### src/rtl/tpu_pkg.sv
// Shared TPU datapath types and constants: accumulator/activation widths,
// the requantizer configuration record and the int8 activation range.
package tpu_pkg;

    localparam int ACC_W       = 32;
    localparam int ACT_W       = 8;
    localparam int REQ_SHIFT_W = 6;

    localparam logic signed [ACT_W-1:0] ACT_MAX = 8'sh7f;
    localparam logic signed [ACT_W-1:0] ACT_MIN = 8'sh80;

    typedef struct packed {
        logic signed [ACC_W-1:0]  scale;
        logic [REQ_SHIFT_W-1:0]   shift;
        logic signed [ACT_W-1:0]  zp;
    } req_cfg_t;

    // Identity transform: scale by one, no shift, no offset.
    localparam req_cfg_t REQ_CFG_RST = '{
        scale: 32'sd1,
        shift: '0,
        zp:    '0
    };

endpackage

### src/rtl/requant_if.sv
// Requantizer bus: config load strobe and valid-only activation stream.
// master drives cfg/data inputs and observes outputs; slave is the block.
interface requant_if #(
    parameter int IN_W    = 32,
    parameter int SCALE_W = 32,
    parameter int SHIFT_W = 6,
    parameter int OUT_W   = 8
);

    logic               cfg_valid_i;
    logic [SCALE_W-1:0] cfg_scale_i;
    logic [SHIFT_W-1:0] cfg_shift_i;
    logic [OUT_W-1:0]   cfg_zp_i;
    logic               data_valid_i;
    logic [IN_W-1:0]    data_i;
    logic               data_valid_o;
    logic [OUT_W-1:0]   data_o;

    modport master (
        output cfg_valid_i, cfg_scale_i, cfg_shift_i, cfg_zp_i,
        output data_valid_i, data_i,
        input  data_valid_o, data_o
    );

    modport slave (
        input  cfg_valid_i, cfg_scale_i, cfg_shift_i, cfg_zp_i,
        input  data_valid_i, data_i,
        output data_valid_o, data_o
    );

endinterface

### src/rtl/requant_sat_clamp.sv
// Combinational signed saturation of an IN_W value to OUT_W bits.
// Ports: x_i (signed IN_W input), y_o (signed OUT_W clamped result).
module sat_clamp #(
    parameter int IN_W  = 66,
    parameter int OUT_W = 8
) (
    input  logic signed [IN_W-1:0]  x_i,
    output logic [OUT_W-1:0]        y_o
);

    localparam logic signed [IN_W-1:0] MAXV = IN_W'((1 << (OUT_W - 1)) - 1);
    localparam logic signed [IN_W-1:0] MINV = -MAXV - IN_W'(1);

    always_comb begin
        y_o = x_i[OUT_W-1:0];
        if (x_i > MAXV) begin
            y_o = MAXV[OUT_W-1:0];
        end else if (x_i < MINV) begin
            y_o = MINV[OUT_W-1:0];
        end
    end

endmodule

### src/rtl/requant.sv
// Requantizer: int32 activations -> int8 via scale, rounding shift,
// zero-point add and saturation in a 3-stage valid-only pipeline.
// Ports: clk_i, rst_i (async, active-high), bus (requant_if.slave).
module requant
    import tpu_pkg::*;
#(
    parameter int IN_W    = ACC_W,
    parameter int SCALE_W = ACC_W,
    parameter int SHIFT_W = REQ_SHIFT_W,
    parameter int OUT_W   = ACT_W
) (
    input  logic      clk_i,
    input  logic      rst_i,
    requant_if.slave  bus
);

    localparam int PROD_W = IN_W + SCALE_W;
    // One extra bit so the rounding increment cannot overflow.
    localparam int RND_W  = PROD_W + 1;
    localparam int SUM_W  = RND_W + 1;

    req_cfg_t cfg_q, cfg_d;

    logic                      s1_vld_q, s1_vld_d;
    logic signed [PROD_W-1:0]  s1_prod_q, s1_prod_d;
    logic [SHIFT_W-1:0]        s1_shift_q, s1_shift_d;
    logic signed [OUT_W-1:0]   s1_zp_q, s1_zp_d;

    logic                      s2_vld_q, s2_vld_d;
    logic signed [RND_W-1:0]   s2_r_q, s2_r_d;
    logic signed [OUT_W-1:0]   s2_zp_q, s2_zp_d;

    logic                      out_vld_q, out_vld_d;
    logic [OUT_W-1:0]          out_q, out_d;

    logic signed [RND_W-1:0]   prod_x;
    logic signed [RND_W-1:0]   rnd;
    logic signed [SUM_W-1:0]   sum;
    logic [OUT_W-1:0]          sat;

    // Stage 1 reads cfg_q, so a beat arriving with the load strobe
    // still sees the previous configuration.
    always_comb begin
        cfg_d = cfg_q;
        if (bus.cfg_valid_i) begin
            cfg_d.scale = $signed(bus.cfg_scale_i);
            cfg_d.shift = bus.cfg_shift_i;
            cfg_d.zp    = $signed(bus.cfg_zp_i);
        end
    end

    always_comb begin
        s1_vld_d   = bus.data_valid_i;
        s1_prod_d  = s1_prod_q;
        s1_shift_d = s1_shift_q;
        s1_zp_d    = s1_zp_q;
        if (bus.data_valid_i) begin
            s1_prod_d  = PROD_W'($signed(bus.data_i)) * PROD_W'(cfg_q.scale);
            s1_shift_d = cfg_q.shift;
            s1_zp_d    = cfg_q.zp;
        end
    end

    // Round half up: add half an LSB of the result, then floor-shift.
    always_comb begin
        prod_x   = RND_W'(s1_prod_q);
        rnd      = '0;
        s2_vld_d = s1_vld_q;
        s2_r_d   = s2_r_q;
        s2_zp_d  = s2_zp_q;
        if (s1_shift_q != '0) begin
            rnd = {{(RND_W-1){1'b0}}, 1'b1} << (s1_shift_q - SHIFT_W'(1));
        end
        if (s1_vld_q) begin
            s2_zp_d = s1_zp_q;
            if (s1_shift_q == '0) begin
                s2_r_d = prod_x;
            end else begin
                s2_r_d = (prod_x + rnd) >>> s1_shift_q;
            end
        end
    end

    assign sum = SUM_W'(s2_r_q) + SUM_W'(s2_zp_q);

    sat_clamp #(
        .IN_W  (SUM_W),
        .OUT_W (OUT_W)
    ) u_clamp (
        .x_i (sum),
        .y_o (sat)
    );

    always_comb begin
        out_vld_d = s2_vld_q;
        out_d     = out_q;
        if (s2_vld_q) begin
            out_d = sat;
        end
    end

    always_ff @(posedge clk_i or posedge rst_i) begin
        if (rst_i) begin
            cfg_q      <= REQ_CFG_RST;
            s1_vld_q   <= 1'b0;
            s1_prod_q  <= '0;
            s1_shift_q <= '0;
            s1_zp_q    <= '0;
            s2_vld_q   <= 1'b0;
            s2_r_q     <= '0;
            s2_zp_q    <= '0;
            out_vld_q  <= 1'b0;
            out_q      <= '0;
        end else begin
            cfg_q      <= cfg_d;
            s1_vld_q   <= s1_vld_d;
            s1_prod_q  <= s1_prod_d;
            s1_shift_q <= s1_shift_d;
            s1_zp_q    <= s1_zp_d;
            s2_vld_q   <= s2_vld_d;
            s2_r_q     <= s2_r_d;
            s2_zp_q    <= s2_zp_d;
            out_vld_q  <= out_vld_d;
            out_q      <= out_d;
        end
    end

    assign bus.data_valid_o = out_vld_q;
    assign bus.data_o       = out_q;

endmodule

### src/flat_wrapper.sv
// flat-port wrapper written by rule: the top's interface ports become plain ports
module requant_flat import tpu_pkg::*;
#(
    parameter int IN_W    = ACC_W,
    parameter int SCALE_W = ACC_W,
    parameter int SHIFT_W = REQ_SHIFT_W,
    parameter int OUT_W   = ACT_W
)
  (clk_i, rst_i, bus_cfg_valid_i, bus_cfg_scale_i, bus_cfg_shift_i, bus_cfg_zp_i, bus_data_valid_i, bus_data_i, bus_data_valid_o, bus_data_o);
  requant_if #(.IN_W(IN_W), .SCALE_W(SCALE_W), .SHIFT_W(SHIFT_W), .OUT_W(OUT_W)) bus_i ();
  input  logic clk_i;
  input  logic rst_i;
  input wire logic [$bits(bus_i.cfg_valid_i)-1:0] bus_cfg_valid_i;
  input wire logic [$bits(bus_i.cfg_scale_i)-1:0] bus_cfg_scale_i;
  input wire logic [$bits(bus_i.cfg_shift_i)-1:0] bus_cfg_shift_i;
  input wire logic [$bits(bus_i.cfg_zp_i)-1:0] bus_cfg_zp_i;
  input wire logic [$bits(bus_i.data_valid_i)-1:0] bus_data_valid_i;
  input wire logic [$bits(bus_i.data_i)-1:0] bus_data_i;
  output wire logic [$bits(bus_i.data_valid_o)-1:0] bus_data_valid_o;
  output wire logic [$bits(bus_i.data_o)-1:0] bus_data_o;
  assign bus_i.cfg_valid_i = bus_cfg_valid_i;
  assign bus_i.cfg_scale_i = bus_cfg_scale_i;
  assign bus_i.cfg_shift_i = bus_cfg_shift_i;
  assign bus_i.cfg_zp_i = bus_cfg_zp_i;
  assign bus_i.data_valid_i = bus_data_valid_i;
  assign bus_i.data_i = bus_data_i;
  assign bus_data_valid_o = bus_i.data_valid_o;
  assign bus_data_o = bus_i.data_o;
  requant #(.IN_W(IN_W), .SCALE_W(SCALE_W), .SHIFT_W(SHIFT_W), .OUT_W(OUT_W)) u_core (.clk_i(clk_i), .rst_i(rst_i), .bus(bus_i));
endmodule
### config.mk
export PLATFORM = sky130hd
export DESIGN_NAME = requant_flat
export DESIGN_NICKNAME = d
export VERILOG_FILES = /design/src/rtl/tpu_pkg.sv /design/src/rtl/requant_if.sv /design/src/rtl/requant_sat_clamp.sv /design/src/rtl/requant.sv /design/src/flat_wrapper.sv
export SDC_FILE = /design/constraint.sdc
export NUM_CORES = 2
export LEC_CHECK = 0
export CORE_MARGIN = 3
export CORE_UTILIZATION = 45
export DETAILED_ROUTE_END_ITERATION = 10
export PLACE_DENSITY = 0.6
export SYNTH_ARGS = -nofsm -noshare
export SYNTH_HDL_FRONTEND = slang
export SYNTH_HIERARCHICAL = 1
export SYNTH_SLANG_ARGS = --single-unit
### constraint.sdc
create_clock -name clk_i -period 11.2 [get_ports clk_i]
set_clock_uncertainty 0.1 [all_clocks]
set_input_delay 3.36 -clock clk_i [delete_from_list [all_inputs] [get_ports clk_i]]
set_output_delay 3.36 -clock clk_i [all_outputs]
set_load 0.02 [all_outputs]
==> results.sh <==
export IMPL_endpoint_kind="flop"
export IMPL_drt_iter0_markers=3707
export IMPL_netlist_area_mm2=0.0577
export IMPL_fin_nets=8123
export IMPL_finalCriticalPeriod_ns=10.95
export IMPL_max_freq_mhz=91.4
export IMPL_row_count=130
export IMPL_area_delta_synth_final_pct=10.0
export IMPL_tightest_slew_ns=1.10
export IMPL_drc=0
export IMPL_synth_seq_cells=208
export IMPL_io_pins=91
export IMPL_min_path_type="flop to flop"
export IMPL_met1_length_um=77300
export IMPL_gp_congestion=0.979
export IMPL_synth_main_ff_cell="dfrtp_1"
export IMPL_path_clk_slew_ns=0.06
export IMPL_ys_types=108
export IMPL_vias_per_cell=5.71
export IMPL_syn_nets=8026
export IMPL_fillers=12100
export IMPL_coreArea_mm2=0.126
export IMPL_dr_pass1_iters=5
export IMPL_cts_root_buffer="clkbuf_16"
export IMPL_min_from="u_core/s1_zp_q[1]"
export IMPL_wl_met3_um=12400
export IMPL_wirelength_um=181000
export IMPL_num_vias=47500
export IMPL_pre_cts_ws_ns=-0.908
export IMPL_cts_buffers=28
export IMPL_synth_edf_count=0
export IMPL_slew_violations=0
export IMPL_port_buffers=90
export IMPL_cts_hold_fix_buffers=0
export IMPL_die_y_um=364
export IMPL_synth_top_cell_by_area="fa_1"
export IMPL_cp_required_ns=11.60
export IMPL_status="completed"
export IMPL_die_w_um=364
export IMPL_avgSynthCellArea_um2=8.81
export IMPL_cts_sinks=208
export IMPL_clk_latency_ns=0.63
export IMPL_grt_pass1_vias=50300
export IMPL_crit_path_start_kind="input pin"
export IMPL_r2r_start="u_core/cfg_q[22]"
export IMPL_drive_gt1_share_pct=9.72
export IMPL_critical_path_class="input pin to flop"
export IMPL_netlist_instances=6547
export IMPL_netlist_top_cells_area="fa_1 38%, dfrtp_1 9.0%, ha_1 6.8%"
export IMPL_dieArea_mm2=0.132
export IMPL_yosys_warnings=6
export IMPL_highest_layer="met5"
export IMPL_critPathMaxFanout=17
export IMPL_wire_per_inst_um=21.8
export IMPL_start_util_pct=45.6
export IMPL_grt_pass1_wl_um=289000
export IMPL_place_hpwl_um=150000
export IMPL_grt_use_total_pct=27.9
export IMPL_grt_max_degree=92
export IMPL_wl_met2_um=85300
export IMPL_finalCritPeriodShare_pct=97.7
export IMPL_worstSetupStartpoint="bus_data_i[25]"
export IMPL_antenna_found_initial=6
export IMPL_gr_total_overflow=0
export IMPL_ctsHtreeMaxLevel=1
export IMPL_worstPathArrival_ns=11.34
export IMPL_async_reset_ff_share_pct=100
export IMPL_synth_common_cells="1084 x fa_1, 1029 x inv_1, 770 x nand2_1, 533 x and2_1, 342 x nor2_1"
export IMPL_setup_viol=0
export IMPL_cts_max_path_buffers=3
export IMPL_ant_nets=0
export IMPL_cts_tree="done"
export IMPL_worst_slew_margin_rel_pct=26.5
export IMPL_yosysSeqAreaShare_pct=9.03
export IMPL_hold_violations=0
export IMPL_synth_most_common_cell="fa_1"
export IMPL_maxCapViolations=0
export IMPL_synth_top_cell_area_share_pct=37.6
export IMPL_fin_ws_ns=0.254
==> cells in the final DEF (no fill, tap or decap), types with 21 or more instances in the layout <==
cell type and count:
fa_1 1083, inv_1 1027, nand2_1 769, and2_1 533, nor2_1 340, ha_1 313
buf_4 305, a21oi_1 296, dfrtp_1 199, o21ai_0 163, mux2_2 145, xnor2_1 127
nor3_1 101, a21o_1 90, clkdlybuf4s50_1 88, nand3_1 77, mux2i_1 73, nand4_1 61
xor2_1 58, a211oi_1 51, a31oi_1 39, buf_12 39, o211ai_1 38, o21a_1 34
o21bai_1 34, nand2b_1 32, nor2b_1 31, o21ai_1 30, clkbuf_16 28, and3_1 25
nor4_1 25, or3_1 21
==> critical path, stage by stage <==
cell,delay (ns)
clkdlybuf4s50_1,0.51
buf_12,0.16
buf_4,0.15
buf_4,0.24
and2_1,0.19
fa_1,0.44
fa_1,0.51
inv_1,0.05
fa_1,0.45
fa_1,0.52
inv_1,0.06
fa_1,0.56
fa_1,0.43
fa_1,0.61
fa_1,0.45
ha_1,0.33
buf_4,0.14
nand2_1,0.07
nor2_1,0.25
and4_1,0.30
a221oi_4,0.10
o31ai_2,0.43
a21oi_1,0.16
o21ai_1,0.28
a31oi_1,0.15
xnor2_1,0.15
mux2_2,0.26
==> metal layers <==
layer  global-route usage [%]  up-vias
li1                         -    21300
met1                     37.9    24300
met2                     46.2     1609
met3                     4.09      329
met4                     8.56        2
met5                        0        -
==> repair_timing <==
| action | CTS | global route |
|---|---|---|
| pin swaps | 0 | 4 |
| resized for setup | 5 | 19 |
| setup endpoints to repair | 8 | 10 |
| setup buffers | 0 | 1 |
==> registers in the layout, summed over array words and instances (netlist names) <==
signal / flops
u_core/cfg_q: 46
u_core/s1_zp_q: 8
u_core/s1_prod_q: 64
u_core/bus.data_valid_o: 1
u_core/s1_shift_q: 6
u_core/bus.data_o: 8
u_core/s2_r_q: 65
u_core/out_vld_d: 1
u_core/s1_vld_q: 1
u_core/s2_zp_q: 8
==> cells by family (layout without fill, tap and decap cells) <==
kind of cell,after synthesis,in the layout,share of synthesized area [%]
XOR/XNOR,185,185,2.81
buffers and inverters,1399,1517,9.17
AO/OA/AOI/OAI,1055,1055,12.4
other,1,7,0.00650
AND/OR/NAND/NOR,2066,2066,17.3
flip-flops,208,208,9.03
multiplexers,236,236,4.80
adder cells (fa/ha/maj),1397,1397,44.4
==> cell type report <==
class                      count  area, µm²  share of cell area [%]
clock buffer                  34        783                    1.24
tap                         1650       2060                    3.26
antenna                        6       15.0                  0.0237
clock inverter                17        218                   0.343
multi-input combinational   4940      47300                    74.5
sequential                   208       5220                    8.23
inverter                    1033       3880                    6.13
timing repair buffer         433       3960                    6.24
==> path summary, 6_finish.rpt <==
path,to,slack (ns),cells past startpoint
worst max-delay path,u_core/s1_prod_q[60],0.25,27
worst min-delay path,u_core/s2_zp_q[1],0.40,2
worst max register to register,u_core/s1_prod_q[60],2.47,29
worst min register to register,u_core/s2_zp_q[1],0.40,2
max in group asynchronous,u_core/s1_shift_q[5],6.44,3
min in group asynchronous,u_core/cfg_q[17],3.16,2
==> per-stage QoR <==
step / cell area, µm² / hold slack [ns] / instances / util (%) / TNS [ns]
3_3_place_gp: 62300 / 0.368 / 8263 / 49.3 / -8.99
2_1_floorplan: 57700 / 0.252 / 6547 / - / 0
4_1_cts: 63300 / 0.398 / 8314 / 50.1 / 0
5_1_grt: 63400 / 0.413 / 8315 / 50.2 / -0.0136
3_5_place_dp: 62300 / 0.379 / 8263 / 49.3 / -9.92
6_report: 63400 / 0.396 / 8321 / 50.2 / 0
Power is not shown: default switching activity piles up to over one toggle a cycle in this logic, so the estimate is an artifact.
